$ cat src/rtl/race_finish_tracker.sv
// Tracks each player's arrival at the finish cell, with competition ranks, the win pulse and the post-win hold timer.
// Optional build macro: RACE_FINISH_ALL_EN (hold_done also waits until every player has finished).
module race_finish_tracker #(
  parameter int MAX_POS     = 109,
  parameter int PLAYERS     = 4,
  parameter int HOLD_CYCLES = 50000000,
  localparam int PW = $clog2(MAX_POS),
  localparam int RW = $clog2(PLAYERS + 1)
) (
  input  logic                  clk,
  input  logic                  rst,
  input  logic                  is_in_menu,
  input  logic [PLAYERS*PW-1:0] pos_bus,
  output logic                  result,
  output logic                  win_pulse,
  output logic [PLAYERS-1:0]    winner_mask,
  output logic                  tie,
  output logic [PLAYERS-1:0]    finished_mask,
  output logic [RW-1:0]         finish_count,
  output logic [PLAYERS*RW-1:0] rank_bus,
  output logic                  hold_done
);

  localparam int CW = $clog2(HOLD_CYCLES + 1);

  typedef enum logic [1:0] {MENU, RACING, WON, DONE} state_t;

  state_t             state_reg;
  logic [PLAYERS-1:0] hit;
  logic [PLAYERS-1:0] finished_mask_reg;
  logic [PLAYERS-1:0] winner_mask_reg;
  logic [RW-1:0]      rank_reg [PLAYERS];
  logic [RW-1:0]      hit_count;
  logic [RW-1:0]      finish_count_reg;
  logic [RW-1:0]      cur_rank;
  logic [CW-1:0]      hold_cnt_reg;
  logic               result_reg;
  logic               win_pulse_reg;
  logic               tie_reg;
  logic               hold_done_reg;
  logic               hold_expired;

  // Positions beyond the finish cell never match, so they are ignored.
  generate
    for (genvar gi = 0; gi < PLAYERS; gi++) begin : g_player
      assign hit[gi] = (pos_bus[gi*PW +: PW] == PW'(MAX_POS - 1)) && !finished_mask_reg[gi];
      assign rank_bus[gi*RW +: RW] = rank_reg[gi];
    end
  endgenerate

  always_comb begin
    hit_count = '0;
    for (int i = 0; i < PLAYERS; i++) begin
      hit_count = hit_count + RW'(hit[i]);
    end
  end

  // Simultaneous finishers all take the rank following everyone already home.
  assign cur_rank = finish_count_reg + RW'(1);

`ifdef RACE_FINISH_ALL_EN
  assign hold_expired = (hold_cnt_reg == '0) && (&(finished_mask_reg | hit));
`else
  assign hold_expired = (hold_cnt_reg == '0);
`endif

  always_ff @(posedge clk) begin
    if (rst || is_in_menu) begin
      state_reg         <= MENU;
      finished_mask_reg <= '0;
      winner_mask_reg   <= '0;
      finish_count_reg  <= '0;
      hold_cnt_reg      <= '0;
      result_reg        <= 1'b0;
      win_pulse_reg     <= 1'b0;
      tie_reg           <= 1'b0;
      hold_done_reg     <= 1'b0;
      for (int i = 0; i < PLAYERS; i++) begin
        rank_reg[i] <= '0;
      end
    end else begin
      win_pulse_reg     <= 1'b0;
      finished_mask_reg <= finished_mask_reg | hit;
      finish_count_reg  <= finish_count_reg + hit_count;
      for (int i = 0; i < PLAYERS; i++) begin
        if (hit[i]) begin
          rank_reg[i] <= cur_rank;
        end
      end
      case (state_reg)
        MENU, RACING: begin
          if (|hit) begin
            state_reg       <= WON;
            result_reg      <= 1'b1;
            win_pulse_reg   <= 1'b1;
            winner_mask_reg <= hit;
            tie_reg         <= (hit_count > RW'(1));
            hold_cnt_reg    <= CW'(HOLD_CYCLES - 1);
          end else begin
            state_reg <= RACING;
          end
        end
        WON: begin
          if (hold_expired) begin
            hold_done_reg <= 1'b1;
            state_reg     <= DONE;
          end else if (hold_cnt_reg != '0) begin
            hold_cnt_reg <= hold_cnt_reg - CW'(1);
          end
        end
        default: begin
        end
      endcase
    end
  end

  assign result        = result_reg;
  assign win_pulse     = win_pulse_reg;
  assign winner_mask   = winner_mask_reg;
  assign tie           = tie_reg;
  assign finished_mask = finished_mask_reg;
  assign finish_count  = finish_count_reg;
  assign hold_done     = hold_done_reg;

endmodule

$ cat config.mk
export PLATFORM = sky130hd
export DESIGN_NAME = race_finish_tracker
export DESIGN_NICKNAME = d
export VERILOG_FILES = /design/src/rtl/race_finish_tracker.sv
export SDC_FILE = /design/constraint.sdc
export NUM_CORES = 1
export LEC_CHECK = 0
export ABC_AREA = 1
export BUFFER_PORTS_ARGS = -buffer_cell sky130_fd_sc_hd__buf_2
export CORE_ASPECT_RATIO = 0.7
export CORE_MARGIN = 3
export CORE_UTILIZATION = 30
export CTS_CLUSTER_SIZE = 28
export DETAILED_ROUTE_END_ITERATION = 8
export SETUP_SLACK_MARGIN = 0.02
export SYNTH_ARGS = -nofsm -noshare
export SYNTH_HDL_FRONTEND = slang
export SYNTH_SLANG_ARGS = --single-unit
$ cat constraint.sdc
create_clock -name clk -period 5 [get_ports clk]
set_input_delay 0.75 -clock clk [delete_from_list [all_inputs] [get_ports clk]]
set_output_delay 0.75 -clock clk [all_outputs]
set_load 0.05 [all_outputs]
==> key figures, run 1 <==
Floorplanning
  • IO Pins: 58
  • Row count: 30
  • Starting Density: 0.311
  • Die area: 0.0114 mm2
  • Die width: 126 um
  • Die H: 90.3 um
  • Core area: 0.00980 mm2

Clock network
  • CTS tree: built
  • CTS Root Cell: clkbuf_16
  • Cts hold-fix bufs: 0
  • Worst skew pair latency: 0.30 ns
  • CTS H-Tree Depth: 2
  • CTS buffer count: 5
  • CTS Buffer Depth: 2
  • CTS resizes: 0
  • Post-CTS Setup Bufs: 0
  • CTS sink cnt: 55
  • Clk pin slew, worst setup/hold paths: 0.08 ns

Synth
  • Synth cell types: 30
  • Post-Synthesis Cell Area: 0.00305 mm2
  • Avg Cell Area, Syn: 7.12 um2
  • Syn. warnings: 0
  • Syn Inst Count: 428
  • Synth Register Bits: 55
  • Sequential share of the synthesized area: 0.401
  • Syn nets: 469

Final layout
  • Multi-input gate area: 0.00160 mm2
  • Finished Core Util: 0.366
  • Fill count: 1009
  • Share of cells above drive strength 1: 0.188
  • Commonest cells after routing, fill and taps aside: nand2_1 (96), nor2_1 (83), buf_2 (57), nand3_1 (55), dfxtp_1 (43)
  • Fin area: 0.00358 mm2
  • Antenna Cells: 0
  • Layout area overhead: 17.5%
  • Storage cell area: 0.00122 mm2
  • Nets@finish: 524
  • Most common cell after layout, fill and taps aside: nand2_1
  • Max reg flops: 26
  • Fin cells: 612

Worst setup path
  • Critical Path RT: 5.20 ns
  • Worst-path maximum fanout: 5
  • Crit end category: flop
  • Critical path class: primary input to flop
  • Register-to-register setup slack: 2.37 ns
  • Worst EP arrival: 3.39 ns
  • Startpoint types: primary input

Drt
  • DRT Pass-1 Iters: 4
  • DR iter-0 viols: 237
  • ANT nets after route: 0
  • Routed vias/inst: 4.74
  • Metal-1 WL: 4100 um
  • DRC Markers: 0
  • DR WL met3: 527 um
  • Drt wl/cell: 12.8 um
  • DR vias: 2900
  • Met2 wire len: 3170 um
  • Drt total wl: 7830 um
  • Top routing layer in use: met4

Pwr
  • Sw frac: 0.270
  • Combinational power share: 0.110
  • Clock group share of total power: 0.397
  • Sequential fraction of design power: 0.493
  • Internal power: 0.686 mW
  • Worst vdd ir: 106 uV
  • Leakage power: 1.68 nW
  • P_sw: 0.253 mW
  • Total power: 0.939 mW
  • P per Cell Area: 262 mW/mm2

Place
  • Global placement routability congestion: 0.863
  • Placed insts: 604
  • Post-detail-place hpwl: 5650 um
  • Post-DP Area: 0.00343 mm2
  • Port buffer count: 57

Global route
  • Vias in the first global route: 2740
  • Congestion Overflow GR: 0
  • Largest net degree at the start of global routing: 36
  • Initial antenna violation count: 0
  • Global-route wire length before repair: 13600 um
  • GRT Resource Usage Total: 0.144

STA
  • Unrepaired setup endpoints after global routing: no
  • Final Hold Violating Endpoints: 0
  • Max-slew violations: 0
  • Rel. slew slack: 0.415
  • Period utilization: 0.638
  • Worst-margin pin slew: 0.876 ns
  • Max Freq: 0.314 GHz
  • Crit path time final: 3.19 ns
  • TNS Setup: 0 ns
  • Setup Skew: 0.0111 ns
  • Setup Viol. Count Final: 0

Status
  • Status: completed

Flow run
  • Max_cap viols: 0

Worst hold path
  • Worst Hold Class: flop to flop
power by group through the flow:
stage | sequential [mW] | combinational, mW | clock (mW)
after floorplan | 0.490 | 0.0568 | 0
after global placement | 0.473 | 0.101 | 0
after detailed placement | 0.473 | 0.103 | 0
after CTS | 0.463 | 0.104 | 0.381
after global routing | 0.464 | 0.116 | 0.399
final | 0.463 | 0.104 | 0.373
per-layer routing:
layer | GRT usage | up-vias
met5 | 0 | -
met4 | 0.0250 | 0
met3 | 0.0313 | 3
met2 | 0.207 | 74
met1 | 0.222 | 1333
li1 | - | 1490
synthesized netlist by cell type (all sizes together):
master	n	share of area
buf	5	0.017
inv	36	0.044
edfxtp	12	0.12
o21ai	9	0.018
nand2	100	0.13
fa	2	0.013
a21oi	28	0.050
nor3b	3	0.0090
ha	8	0.033
nor2	88	0.11
xor2	3	0.0086
xnor2	4	0.011
nand3b	1	0.0025
nand3	55	0.090
clkbuf	6	0.0086
clkinv	2	0.0025
or2	11	0.023
dfxtp	43	0.28
nand4	10	0.021
nor3	2	0.0033
cell families after synthesis:
| family | synth area share |
|---|---|
| adder cells (fa/ha/maj) | 0.0460 |
| flip-flops | 0.401 |
| AO/OA/AOI/OAI | 0.0682 |
| XOR/XNOR | 0.0201 |
| AND/OR/NAND/NOR | 0.392 |
| buffers and inverters | 0.0727 |
final cells by class:
| cell class | instances | share of cell area |
|---|---|---|
| Clock buffer | 5 | 0.0349 |
| Sequential cell | 55 | 0.341 |
| Timing Repair Buffer | 59 | 0.0839 |
| Clock inverter | 3 | 0.00769 |
| Multi-Input combinational cell | 324 | 0.448 |
| Tap cell | 128 | 0.0447 |
| Inverter | 38 | 0.0398 |
final timing paths:
kind / from / end / cells after the start
setup / recovery: pos_bus[1] / finish_count[2] / 13
hold / removal: result / result / 2
hold reg to reg: result / result / 2
setup reg to reg: finished_mask[0] / finish_count[2] / 10
critical path: stages:
cell     delay [ns]
buf_2          0.10
nor3b_1        0.20
nand4_1        0.14
or2_2          0.37
fa_1           0.55
inv_1          0.05
ha_1           0.19
inv_1          0.06
ha_1           0.23
fa_1           0.40
xor2_1         0.16
o21ai_0        0.15
a21oi_1        0.05
through the flow:
step	hold slack, ns	setup WS (ns)
5_1_grt	0.484	1.55
3_5_place_dp	0.451	1.46
3_3_place_gp	0.437	1.56
2_1_floorplan	0.463	1.75
4_1_cts	0.464	1.78
6_report	0.464	1.81
Note: power is estimated with default switching activity, not from simulation.
==> run 2: changes to the inputs <==
ABC_AREA = 0   (was 1)
clock period = 3.3 ns   (was 5 ns; I/O delays follow)
==> run 2 against run 1 <==
- power is 50% higher
- combinational power is 8% higher
- highest routed layer unchanged
- first-iteration DRC count is 57% lower
- worst hold slack worse by 0.0063 ns
- clock-buffer cell count stayed put
- sequential share of layout area is 4.7 points higher
- clock skew is 0.0082 ns lower
==> key figures, run 2 <==
Synth
  • Top_reg_cell synth: dfxtp_1 (unchanged)
  • Post-synthesis adder-cell area fraction: 0.0544 (was 0.0460)
  • Post-synth top cells: dfxtp_1 (43), nor2_1 (28), a21oi_1 (17), a31oi_1 (13) (was nand2_1 (96), nor2_1 (83), nand3_1 (55), dfxtp_1 (43), inv_1 (36))
  • Avg Cell Area, Syn: 9.58 um2 (was 7.12 um2)
  • Syn. warnings: 0 (unchanged)
  • Mux cell area share after synthesis: 0 (unchanged)
  • Post-Synthesis Cell Area: 0.00258 mm2 (was 0.00305 mm2)
  • Top cell type's share of synthesized area: 0.334 (was 0.283)
  • Top-count cell post-synth: dfxtp_1 (was nand2_1)
  • Syn nets: 310 (was 469)
  • Sequential share of the synthesized area: 0.474 (was 0.401)
  • Syn Inst Count: 269 (was 428)
  • Post-Synth XOR/XNOR Area: 0.0272 (was 0.0201)
  • Synth cell types: 39 (was 30)
  • Yosys top cell by area: dfxtp_1 (unchanged)
  • Synth Area in Compound Gates: 0.144 (was 0.0682)
  • Synth Register Bits: 55 (unchanged)
  • Post-synth ARST share: 0 (unchanged)
  • Post-synthesis simple-gate area fraction: 0.261 (was 0.392)
  • Largest cells by area after synthesis: dfxtp_1 (33%), edfxtp_1 (14%), nor2_1 (4.1%) (was dfxtp_1 (28%), edfxtp_1 (12%), nand2_1 (12%))
  • Largest family of logic cells by synthesized area: simple AND/OR/NAND/NOR gates (unchanged)
  • Post-synth EDFFs: 12 (unchanged)

Floorplanning
  • Die width: 117 um (was 126 um)
  • Die area: 0.00976 mm2 (was 0.0114 mm2)
  • Core area: 0.00811 mm2 (was 0.00980 mm2)
  • Row count: 27 (was 30)
  • Starting Density: 0.318 (was 0.311)
  • IO Pins: 58 (unchanged)
  • Die H: 83.6 um (was 90.3 um)

Clock network
  • CTS buffer count: 5 (unchanged)
  • CTS sink cnt: 55 (unchanged)
  • Cts hold-fix bufs: 0 (unchanged)
  • CTS H-Tree Depth: 2 (unchanged)
  • CTS resizes: 0 (unchanged)
  • Clk pin slew, worst setup/hold paths: 0.07 ns (was 0.08 ns)
  • Post-CTS Setup Bufs: 0 (unchanged)
  • CTS tree: built (unchanged)
  • CTS Buffer Depth: 2 (unchanged)
  • Worst skew pair latency: 0.29 ns (was 0.30 ns)
  • CTS Root Cell: clkbuf_16 (unchanged)

Drt
  • Routed vias/inst: 5.06 (was 4.74)
  • DR vias: 2174 (was 2900)
  • DRT Pass-1 Iters: 4 (unchanged)
  • ANT nets after route: 0 (unchanged)
  • Drt total wl: 5860 um (was 7830 um)
  • Drt wl/cell: 13.6 um (was 12.8 um)
  • DR iter-0 viols: 102 (was 237)
  • DRC Markers: 0 (unchanged)

Final layout
  • Most common cell after layout, fill and taps aside: buf_2 (was nand2_1)
  • Commonest cells after routing, fill and taps aside: buf_2 (57), dfxtp_1 (43), nor2_1 (28), a21oi_1 (17), a31oi_1 (13) (was nand2_1 (96), nor2_1 (83), buf_2 (57), nand3_1 (55), dfxtp_1 (43))
  • Max reg flops: 26 (unchanged)
  • Fill count: 837 (was 1009)
  • Layout area overhead: 22.0% (was 17.5%)
  • Nets@finish: 369 (was 524)
  • Share of cells above drive strength 1: 0.264 (was 0.188)
  • Fin area: 0.00315 mm2 (was 0.00358 mm2)
  • Antenna Cells: 0 (unchanged)
  • Finished Core Util: 0.388 (was 0.366)

Flow run
  • Max_cap viols: 0 (unchanged)

Worst setup path
  • Critical path class: primary input to flop (unchanged)
  • Register-to-register setup slack: 0.60 ns (was 2.37 ns)
  • Cell family with most CP delay: adder cells (unchanged)
  • Worst path bufs/invs: 3 (unchanged)
  • Peak per-stage delay on the critical path: 0.55 ns (about the same)
  • Critical path's slowest cell: fa_1 (unchanged)
  • Worst EP arrival: 3.15 ns (was 3.39 ns)
  • Worst path cell trace: buf_2 -> nand4b_1 -> nor4b_1 -> nand2b_1 -> fa_1 -> inv_1 -> ha_1 -> inv_1 -> ha_1 -> fa_1 -> xor2_1 -> xnor2_1 -> nor2_1 (was buf_2 -> nor3b_1 -> nand4_1 -> or2_2 -> fa_1 -> inv_1 -> ha_1 -> inv_1 -> ha_1 -> fa_1 -> xor2_1 -> o21ai_0 -> a21oi_1)
  • Critical Path RT: 3.45 ns (was 5.20 ns)
  • Startpoint types: primary input (unchanged)
  • Worst-path maximum fanout: 2 (was 5)
  • Crit end category: flop (unchanged)

Global route
  • Initial antenna violation count: 0 (unchanged)
  • GRT Resource Usage Total: 0.122 (was 0.144)
  • Vias in the first global route: 1917 (was 2740)
  • Global-route wire length before repair: 9660 um (was 13600 um)
  • Largest net degree at the start of global routing: 37 (was 36)
  • Congestion Overflow GR: 0 (unchanged)

Place
  • Port buffer count: 57 (unchanged)
  • Post-DP Area: 0.00298 mm2 (was 0.00343 mm2)
  • Post-detail-place hpwl: 4310 um (was 5650 um)
  • Global placement routability congestion: 0.731 (was 0.863)

Pwr
  • Combinational power share: 0.080 (was 0.110)
  • Leakage power: 1.31 nW (was 1.68 nW)
  • Sw frac: 0.226 (was 0.270)
  • P_sw: 0.319 mW (was 0.253 mW)
  • Worst vdd ir: 207 uV (was 106 uV)
  • Clock group share of total power: 0.422 (was 0.397)
  • Sequential fraction of design power: 0.498 (was 0.493)
  • P per Cell Area: 449 mW/mm2 (was 262 mW/mm2)
  • Internal power: 1.09 mW (was 0.686 mW)

STA
  • TNS Setup: 0 ns (unchanged)
  • Final Hold Violating Endpoints: 0 (unchanged)
  • Rel. slew slack: 0.520 (was 0.415)
  • Setup Viol. Count Final: 0 (unchanged)
  • Max Freq: 0.334 GHz
  • Unrepaired setup endpoints after global routing: no (unchanged)
  • Crit path time final: 3.00 ns
  • Worst-margin pin slew: 0.720 ns (was 0.876 ns)
  • Max-slew violations: 0 (unchanged)
  • Period utilization: 0.908
  • Setup Skew: 0.00291 ns (was 0.0111 ns)

Status
  • Status: completed (unchanged)

Worst hold path
  • Worst Hold Class: primary input to flop (was flop to flop)
## run 2: changes by cell type after synthesis, moves of 11 or more
cell	before	now
a31oi_1	0	13
inv_1	36	10
nand2_1	96	9
nand3_1	55	6
nor2_1	83	28
o31ai_1	0	12
or3_1	0	11
or4_1	0	12
## run 2: path summary, 6_finish.rpt
check	startpoint	end	cells past startpoint
hold / removal	pos_bus[23]	finished_mask[3]	3
setup / recovery	pos_bus[4]	finish_count[2]	13
setup reg to reg	hold_cnt_reg[2]	hold_cnt_reg[12]	6
hold reg to reg	winner_mask[1]	winner_mask[1]	2
## run 2: routing by layer
| metal | share of wire | track usage | vias up |
|---|---|---|---|
| li1 | - | - | 1114 |
| met1 | 0.54 | 0.191 | 998 |
| met2 | 0.39 | 0.165 | 58 |
| met3 | 0.060 | 0.0275 | 4 |
| met4 | 0.011 | 0.0344 | 0 |
| met5 | 0 | 0 | - |
## run 2: power groups by stage
stage | Sequential [mW] | Combinational [mW] | Clock (mW)
6_report | 0.703 | 0.112 | 0.596
5_1_grt | 0.705 | 0.124 | 0.641
4_1_cts | 0.703 | 0.113 | 0.610
3_5_place_dp | 0.719 | 0.113 | 0
3_3_place_gp | 0.719 | 0.111 | 0
2_1_floorplan | 0.744 | 0.0546 | 0
## run 2: tightest hold or removal path, delay by kind of cell
| kind | cells | cell delay [ns] |
|---|---|---|
| AO/OA/AOI/OAI | 1 | 0.06 |
| buffers and inverters | 1 | 0.09 |
| AND/OR/NAND/NOR | 1 | 0.07 |
## run 2: cells by family (layout without fill, tap and decap cells)
logic type	count (synthesis)	count (layout)
fa+ha+maj	10	10
simple gates	113	113
flops	55	55
buf+inv	22	82
compound gates	61	61
xor+xnor	8	8
## run 2: layout make-up
class,count,area (um2),share of cell area
well taps,101,126,0.0402
clock buffers,5,125,0.0398
multi-input cells,192,1250,0.399
repair buffers,64,338,0.107
clock inverters,3,43.8,0.0139
inverters,10,37.5,0.0119
flip-flops and latches,55,1220,0.388
## run 2: through the flow
step	instances	hold slack, ns	total power, mW	setup slack [ns]
after floorplan	269	0.448	0.799	0.173
after global placement	422	0.446	0.830	0.0872
after detailed placement	422	0.451	0.832	-0.0264
after CTS	430	0.457	1.43	0.269
after global routing	430	0.485	1.47	0.112
final	430	0.458	1.41	0.304
